File: config.mk
export PLATFORM = sky130hd
export DESIGN_NAME = fifo_write_arbiter
export DESIGN_NICKNAME = d
export VERILOG_FILES = /design/src/rtl/fifo_pkg.sv /design/src/rtl/fifo_write_arbiter_rr_pick.sv /design/src/rtl/fifo_write_arbiter.sv
export SDC_FILE = /design/constraint.sdc
export NUM_CORES = 1
export LEC_CHECK = 0
export ABC_AREA = 1
export BUFFER_PORTS_ARGS = -buffer_cell sky130_fd_sc_hd__clkbuf_2
export CORE_ASPECT_RATIO = 0.9
export CORE_MARGIN = 2
export CORE_UTILIZATION = 48
export CTS_CLUSTER_SIZE = 24
export DETAILED_ROUTE_END_ITERATION = 8
export GPL_TIMING_DRIVEN = 0
export MAX_ROUTING_LAYER = met4
export PLACE_DENSITY = 0.84
export SYNTH_ARGS = -nofsm -noshare
export SYNTH_HDL_FRONTEND = slang
export SYNTH_SLANG_ARGS = --single-unit
File: constraint.sdc
create_clock -name in_clock -period 4.2 [get_ports in_clock]
set_input_delay 0.84 -clock in_clock [delete_from_list [all_inputs] [get_ports in_clock]]
set_output_delay 0.84 -clock in_clock [all_outputs]
set_load 0.005 [all_outputs]
File: src/rtl/fifo_pkg.sv
// Shared definitions for the fifo put/get schedulers: width helpers, default widths and the
// arbiter state encoding.
package fifo_pkg;

  typedef enum logic {
    StIdle = 1'b0,
    StBusy = 1'b1
  } arb_state_e;

  // Width of an index into a set of n items; never narrower than one bit.
  function automatic int unsigned idx_width(input int unsigned n);
    return (n > 1) ? $clog2(n) : 1;
  endfunction

  localparam int unsigned DEFAULT_NUM_REQUESTERS = 4;
  localparam int unsigned DEFAULT_MAX_BURST      = 4;
  localparam int unsigned OWNER_W = idx_width(DEFAULT_NUM_REQUESTERS);
  localparam int unsigned COUNT_W = idx_width(DEFAULT_MAX_BURST);

endpackage

File: src/rtl/fifo_write_arbiter_rr_pick.sv
// Round-robin pick: first asserted request scanning upward from (ptr_i + 1) mod N with wrap.
module rr_pick
  import fifo_pkg::*;
#(
  parameter int unsigned N = 4,
  localparam int unsigned W = idx_width(N)
) (
  input  logic [N-1:0] req_i,
  input  logic [W-1:0] ptr_i,
  output logic         valid_o,
  output logic [W-1:0] idx_o
);

  int unsigned  cand;
  logic [W-1:0] cand_idx;

  // Scan from the farthest candidate down so the nearest one after ptr_i wins.
  always_comb begin
    valid_o  = 1'b0;
    idx_o    = '0;
    cand     = 0;
    cand_idx = '0;
    for (int i = N; i >= 1; i--) begin
      cand     = (int'(ptr_i) + i) % N;
      cand_idx = W'(cand);
      if (req_i[cand_idx]) begin
        valid_o = 1'b1;
        idx_o   = cand_idx;
      end
    end
  end

endmodule

File: src/rtl/fifo_write_arbiter.sv
// Round-robin burst arbiter sharing one fifo put port among NUM_REQUESTERS producers.
module fifo_write_arbiter
  import fifo_pkg::*;
#(
  parameter int unsigned NUM_REQUESTERS = 4,
  parameter int unsigned DATA_WIDTH     = 8,
  parameter int unsigned MAX_BURST      = 4,
  localparam int unsigned OwnerW = idx_width(NUM_REQUESTERS),
  localparam int unsigned CountW = idx_width(MAX_BURST)
) (
  input  logic                                 in_clock,
  input  logic                                 in_reset,
  input  logic [NUM_REQUESTERS-1:0]            in_request,
  input  logic [NUM_REQUESTERS*DATA_WIDTH-1:0] in_data,
  output logic [NUM_REQUESTERS-1:0]            out_grant,
  output logic [OwnerW-1:0]                    out_owner,
  output logic                                 out_busy,
  input  logic                                 in_full,
  output logic                                 out_put,
  output logic [DATA_WIDTH-1:0]                out_data
);

  arb_state_e          state_q, state_d;
  logic [OwnerW-1:0]   owner_q, owner_d;
  logic [OwnerW-1:0]   ptr_q, ptr_d;
  logic [CountW-1:0]   count_q, count_d;

  logic                busy, owner_req, xfer, last_item, release_own;
  logic [OwnerW-1:0]   pick_ptr, pick_idx;
  logic                pick_valid;
  logic [DATA_WIDTH-1:0] lanes [NUM_REQUESTERS];

  for (genvar g = 0; g < NUM_REQUESTERS; g++) begin : g_lane
    assign lanes[g] = in_data[g*DATA_WIDTH +: DATA_WIDTH];
  end

  assign busy        = (state_q == StBusy);
  assign owner_req   = in_request[owner_q];
  // The reset cycle never puts: the in-flight item is re-presented afterwards.
  assign xfer        = busy & owner_req & ~in_full & ~in_reset;
  assign last_item   = (count_q == CountW'(MAX_BURST - 1));
  assign release_own = busy & (~owner_req | (xfer & last_item));
  // On release the pointer becomes the old owner, so scan from there in the same cycle.
  assign pick_ptr    = busy ? owner_q : ptr_q;

  rr_pick #(
    .N (NUM_REQUESTERS)
  ) u_pick (
    .req_i   (in_request),
    .ptr_i   (pick_ptr),
    .valid_o (pick_valid),
    .idx_o   (pick_idx)
  );

  always_comb begin
    state_d = state_q;
    owner_d = owner_q;
    ptr_d   = ptr_q;
    count_d = count_q;
    case (state_q)
      StIdle: begin
        if (pick_valid) begin
          state_d = StBusy;
          owner_d = pick_idx;
          count_d = '0;
        end
      end
      StBusy: begin
        if (release_own) begin
          ptr_d   = owner_q;
          count_d = '0;
          if (pick_valid) begin
            owner_d = pick_idx;
          end else begin
            state_d = StIdle;
          end
        end else if (xfer) begin
          count_d = count_q + 1'b1;
        end
      end
      default: state_d = StIdle;
    endcase
  end

  always_ff @(posedge in_clock) begin
    if (in_reset) begin
      state_q <= StIdle;
      owner_q <= '0;
      ptr_q   <= OwnerW'(NUM_REQUESTERS - 1);
      count_q <= '0;
    end else begin
      state_q <= state_d;
      owner_q <= owner_d;
      ptr_q   <= ptr_d;
      count_q <= count_d;
    end
  end

  always_comb begin
    out_grant = '0;
    if (busy) begin
      out_grant[owner_q] = 1'b1;
    end
  end

  assign out_busy  = busy;
  assign out_owner = owner_q;
  assign out_put   = xfer;
  assign out_data  = xfer ? lanes[owner_q] : '0;

endmodule

; Word-level counts from Yosys, hierarchy flattened
; Cells that the tools add are included.
; W data, S select, Z words.
[classes]
add_sub_neg = 5
n_mux = 36
eq_ne = 4
n_lt_le_gt_ge = 7
bitwise = 11
n_reduce_logical = 3
[op_table]
columns = op, n
row1 = $mux W8, 3
row2 = $mux W2, 10
row3 = $bmux W8 S2, 1
row4 = $lt A2 B3 Y1 const B, 5
row5 = $mux W1, 12
row6 = $bmux W1 S2, 5
row7 = $pmux W2 S2, 2
row8 = $add A2 B1 Y2 const B, 3
row9 = $and A1 B1 Y1, 5
row10 = $add A2 B2 Y2 const B, 2
row11 = $mux W4, 1
row12 = $not A1 Y1, 4
row13 = $reduce_and A2 Y1, 2
row14 = $ge A3 B3 Y1 const B, 1
row15 = $ne A3 B1 Y1 const B, 1
row16 = $not A2 Y3, 1
row17 = $demux W1 S2, 1
row18 = $eq A2 B2 Y1 const B, 1
row19 = $ge A2 B1 Y1 const B, 1
row20 = $ne A2 B1 Y1 const B, 1
row21 = $ne A2 B2 Y1 const B, 1
row22 = $pmux W1 S2, 1
row23 = $logic_and A1 B1 Y1, 1
row24 = $or A1 B1 Y1, 1
[word_totals]
word_cells = 70
input_bits = 39
regBits = 7
out_inout_bits = 16

; Longest topological paths before layout
[logic_depth]
word_depth = 11
ltp_mapped = 14

; By module
; From an unflattened synthesis, not the netlist that was laid out.
[unflattened]
cells_unflattened = 158
hier_area_um2 = 898.4
[by_module_without_submodules]
columns = mod, n_inst, area_per_inst_um2, cells_each
row1 = fifo_write_arbiter, 1, 651.9, 107
row2 = rr_pick, 1, 246.5, 51

; Least setup slack after synthesis
; OpenSTA, ideal clock, no wires.
[synth_path]
path_kind = input-to-output
from = in in_request[1]
to = out out_data[0]
slack_ns = 1.801
arrival_time_ns = 1.559
required_time_ns = 3.360
path_stages = 8
path_buffers = 0
cell_sequence = inv_1 nor3_1 nor2_1 nand2_2 nand2_2 nor2_4 inv_2 a31oi_1
[synth_between]
elab_chain_len = 6
[synth_lines]
columns = item, line_no
row1 = from (decl), fifo_write_arbiter.sv:13  ; input logic [NUM_REQUESTERS-1:0] in_request,
row2 = $bmux W1 S2, fifo_write_arbiter.sv:38  ; assign owner_req = in_request[owner_q];
row3 = $mux W1 (not written as such), fifo_write_arbiter.sv:38
row4 = $and A1 B1 Y1 (3 in a row), fifo_write_arbiter.sv:40  ; assign xfer = busy & owner_req & ~in_full & ~in_reset;
row5 = via out_put, fifo_write_arbiter.sv:19  ; output logic out_put,
row6 = $mux W8, fifo_write_arbiter.sv:109  ; assign out_data = xfer ? lanes[owner_q] : '0;
row7 = to (decl), fifo_write_arbiter.sv:20  ; output logic [DATA_WIDTH-1:0] out_data
; The timed path passes the listed nets, and every way through them passes these cells. The select of a mux whose other input is x is not followed.

; Final worst setup path
[layout_path]
from = in in_request[1]
to = out out_data[2]
[layout_between]
elab_chain_len = 6
[layout_lines]
columns = item, line_no
row1 = $bmux W1 S2, fifo_write_arbiter.sv:38
row2 = $mux W1 (not written as such), fifo_write_arbiter.sv:38
row3 = $and A1 B1 Y1 (3 in a row), fifo_write_arbiter.sv:40
row4 = $mux W8, fifo_write_arbiter.sv:109
; No other way between the ends. The select of a mux whose other input is x is not followed.

==> impl_metrics.yaml <==
status:
  outcome: "finished, final reports clean"
placed_design:
  numPortBuffers: 54
  place_congestion: 0.845
  post-dp-hpwl_um: 2370
timing:
  rsz0062_at_grt: "false"
  fin_crit_ps: 2800
  final_hold_viol_count: 0
  tightest_slew_ps: 544
  setup_violations: 0
  finalCritPeriodShare_pct: 66.6
  whs_ps: 484
  slew-limit-headroom_pct: 63.6
  fin_setup_tns_ps: 0
  skew_ps: 0.115
  timing.fmax_mhz: 358
  finalMaxSlewViolations: 0
setup_path:
  ff2ff_path_depth: 14
  worstPathArrival_ps: 1960
  rrSetupSlack_ps: 2650
  worst-path-buf-inv: 4
  start_kind: "input pin"
  crit_end: "out_data[2]"
  cp.required_ps: 3360
  crit_type: "in -> out"
  end_kind: "output port"
  r2r_start: "out_busy$_SDFF_PP0_"
  cp_num_cells: 10
  cp_max_fo: 8
  critPathLaunch: "in_request[1]"
  timing.critical_path.slowest_stage_cell: "a31oi_1"
  crit_family: "simple AND/OR/NAND/NOR gates"
  path_cells: "clkbuf_2 -> inv_1 -> nor3_1 -> nor2_1 -> nand2_2 -> nand2_2 -> nor2_4 -> inv_2 -> a31oi_1 -> clkbuf_2"
  rr_endpoint: "out_owner[0]$_SDFFE_PP0P_"
  max_stage_delay_ps: 200
die:
  die_y_um: 47.2
  ios: 55
  die_area_um2: 2450
  die_width_um: 52.0
  rows: 15
  core_um2: 1930
  start_util_pct: 51.5
final_layout:
  fillers: 180
  drive_above_1_share_pct: 43.9
  syn_to_final_growth_pct: 33.0
  nets: 253
  antennaDiodeCount: 0
power_and_ir_drop:
  ir_drop_v: 0.000324
  power.leakage_uw: 0.000732
  powerDensity_nw_per_um2: 543
yosys:
  synth_seq_area_share_pct: 14.1
  ys_ff_latch: 7
  avgSynthCellArea_um2: 6.46
  synth_area_um2: 995
  synth_fp_nets: 194
  synthCells: 154
  ys_types: 28
  synth_warnings: 0
clock_network:
  clk-insertion-delay-late_ps: 250
  htreeDepth: 1
  clock_path_buffers: 2
  cts_num_sinks: 7
  cts-resized-gates: 0
  cts_made_buffers: 3
  clk_pin_slew_ps: 50
  post-cts-setup-buffers: 0
  holdBufCountCts: 0
  cts_tree: "built"
  cts-root-buf: "clkbuf_4"
route:
  drt-total-wl_um: 2840
  top_layer_used: "met4"
  vias_per_cell: 5.16
  ant_nets: 0
  met3_wirelength_um: 136
  wl_met1_um: 1200
  num_vias: 1222
  wl_per_cell_um: 12.0
  wl_met2_um: 1460
  drc: 0
  drt_iter0_drc: 48
  dr.pass1.iters: 4
global_route:
  grt_pass1_wl_um: 4460
  antenna_found_initial: 0
  grt_use_total_pct: 25.0
  gr-total-overflow: 0
  grt_pass1_vias: 1097
  grt_max_degree: 10
min_path:
  hp-class: "reg -> reg"
flow_run:
  cap_violations: 0
## layer usage
metal,global-route usage (%),vias to the layer above
met2,46.3,36
met4,7.89,0
met1,27.7,552
met3,3.82,4
li1,-,630
met5,-,-
## worst min path at each step
stage	start	to	depth (start not counted)
global placement	count_q[1]$_SDFFE_PP0P_	count_q[1]$_SDFFE_PP0P_	2
floorplan	count_q[1]$_SDFFE_PP0P_	count_q[1]$_SDFFE_PP0P_	2
CTS	count_q[1]$_SDFFE_PP0P_	count_q[1]$_SDFFE_PP0P_	2
global route	count_q[1]$_SDFFE_PP0P_	count_q[1]$_SDFFE_PP0P_	2
detailed placement	count_q[1]$_SDFFE_PP0P_	count_q[1]$_SDFFE_PP0P_	2
finish	count_q[1]$_SDFFE_PP0P_	count_q[1]$_SDFFE_PP0P_	2
## cell families after synthesis
group                    count (synthesis)  share of synthesized area [%]
buffers and inverters                   26                           13.1
adder cells (fa/ha/maj)                  1                           1.26
AO/OA/AOI/OAI                           28                           19.1
AND/OR/NAND/NOR                         92                           52.5
flip-flops                               7                           14.1
## synth_stat cells, drive strengths merged
cell type | number | area (um2)
nand2 | 57 | 299
inv | 23 | 93.8
nand3 | 17 | 110
nor2 | 15 | 96.3
a31oi | 9 | 56.3
a22oi | 8 | 60.1
dfxtp | 7 | 140
a21oi | 5 | 28.8
buf | 2 | 22.5
nor3 | 2 | 10.0
o211ai | 2 | 15.0
o21ai | 2 | 13.8
a31o | 1 | 8.76
clkbuf | 1 | 13.8
ha | 1 | 12.5
nand4 | 1 | 6.26
o31ai | 1 | 7.51
## tightest hold or removal path, stage by stage (launching register included)
cell	delay (ps)
dfxtp_1	310
nand2_1	70
a21oi_1	50
## report_power, final
part / internal (uW) / total (uW) / switching, uW / leakage [uW]
logic: 206 / 557 / 352 / 0.000660
clock network: 36.3 / 61.2 / 24.9 / 0.0000150
registers: 85.2 / 99.3 / 14.1 / 0.0000578
total: 327 / 718 / 391 / 0.000732
## cell usage in the layout, fill, tap and decap left out, drive strengths merged
cell type	instances
a21oi	5
a22oi	8
a31o	1
a31oi	9
buf	2
clkbuf	59
dfxtp	7
ha	1
inv	23
nand2	57
nand3	17
nand4	1
nor2	15
nor3	2
o211ai	2
o21ai	2
o31ai	1
## flip-flops by register name, indices dropped and copies added, names as in the netlist
name       count
count_q        2
out_busy       1
out_owner      2
ptr_q          2
## final cells by class
class / instances / area [um2] / share of cell area (%)
multi-input combinational: 121 / 724 / 54.8
timing repair buffer: 54 / 270 / 20.4
sequential: 7 / 140 / 10.6
inverter: 23 / 93.8 / 7.10
buffer: 3 / 36.3 / 2.74
tap: 25 / 31.3 / 2.37
clock buffer: 4 / 26.3 / 1.99
## metrics by stage
step	utilization, %	power (uW)	worst slack [ps]	cell area [um2]	std cells
4_1_cts	68.4	718	1430	1320	237
6_report	68.4	718	1400	1320	237
3_5_place_dp	67.1	653	1430	1300	233
5_1_grt	68.4	786	1370	1320	237
2_1_floorplan	-	530	1800	995	154
3_3_place_gp	67.1	629	1520	1300	233
(Power assumes the default switching activity.)
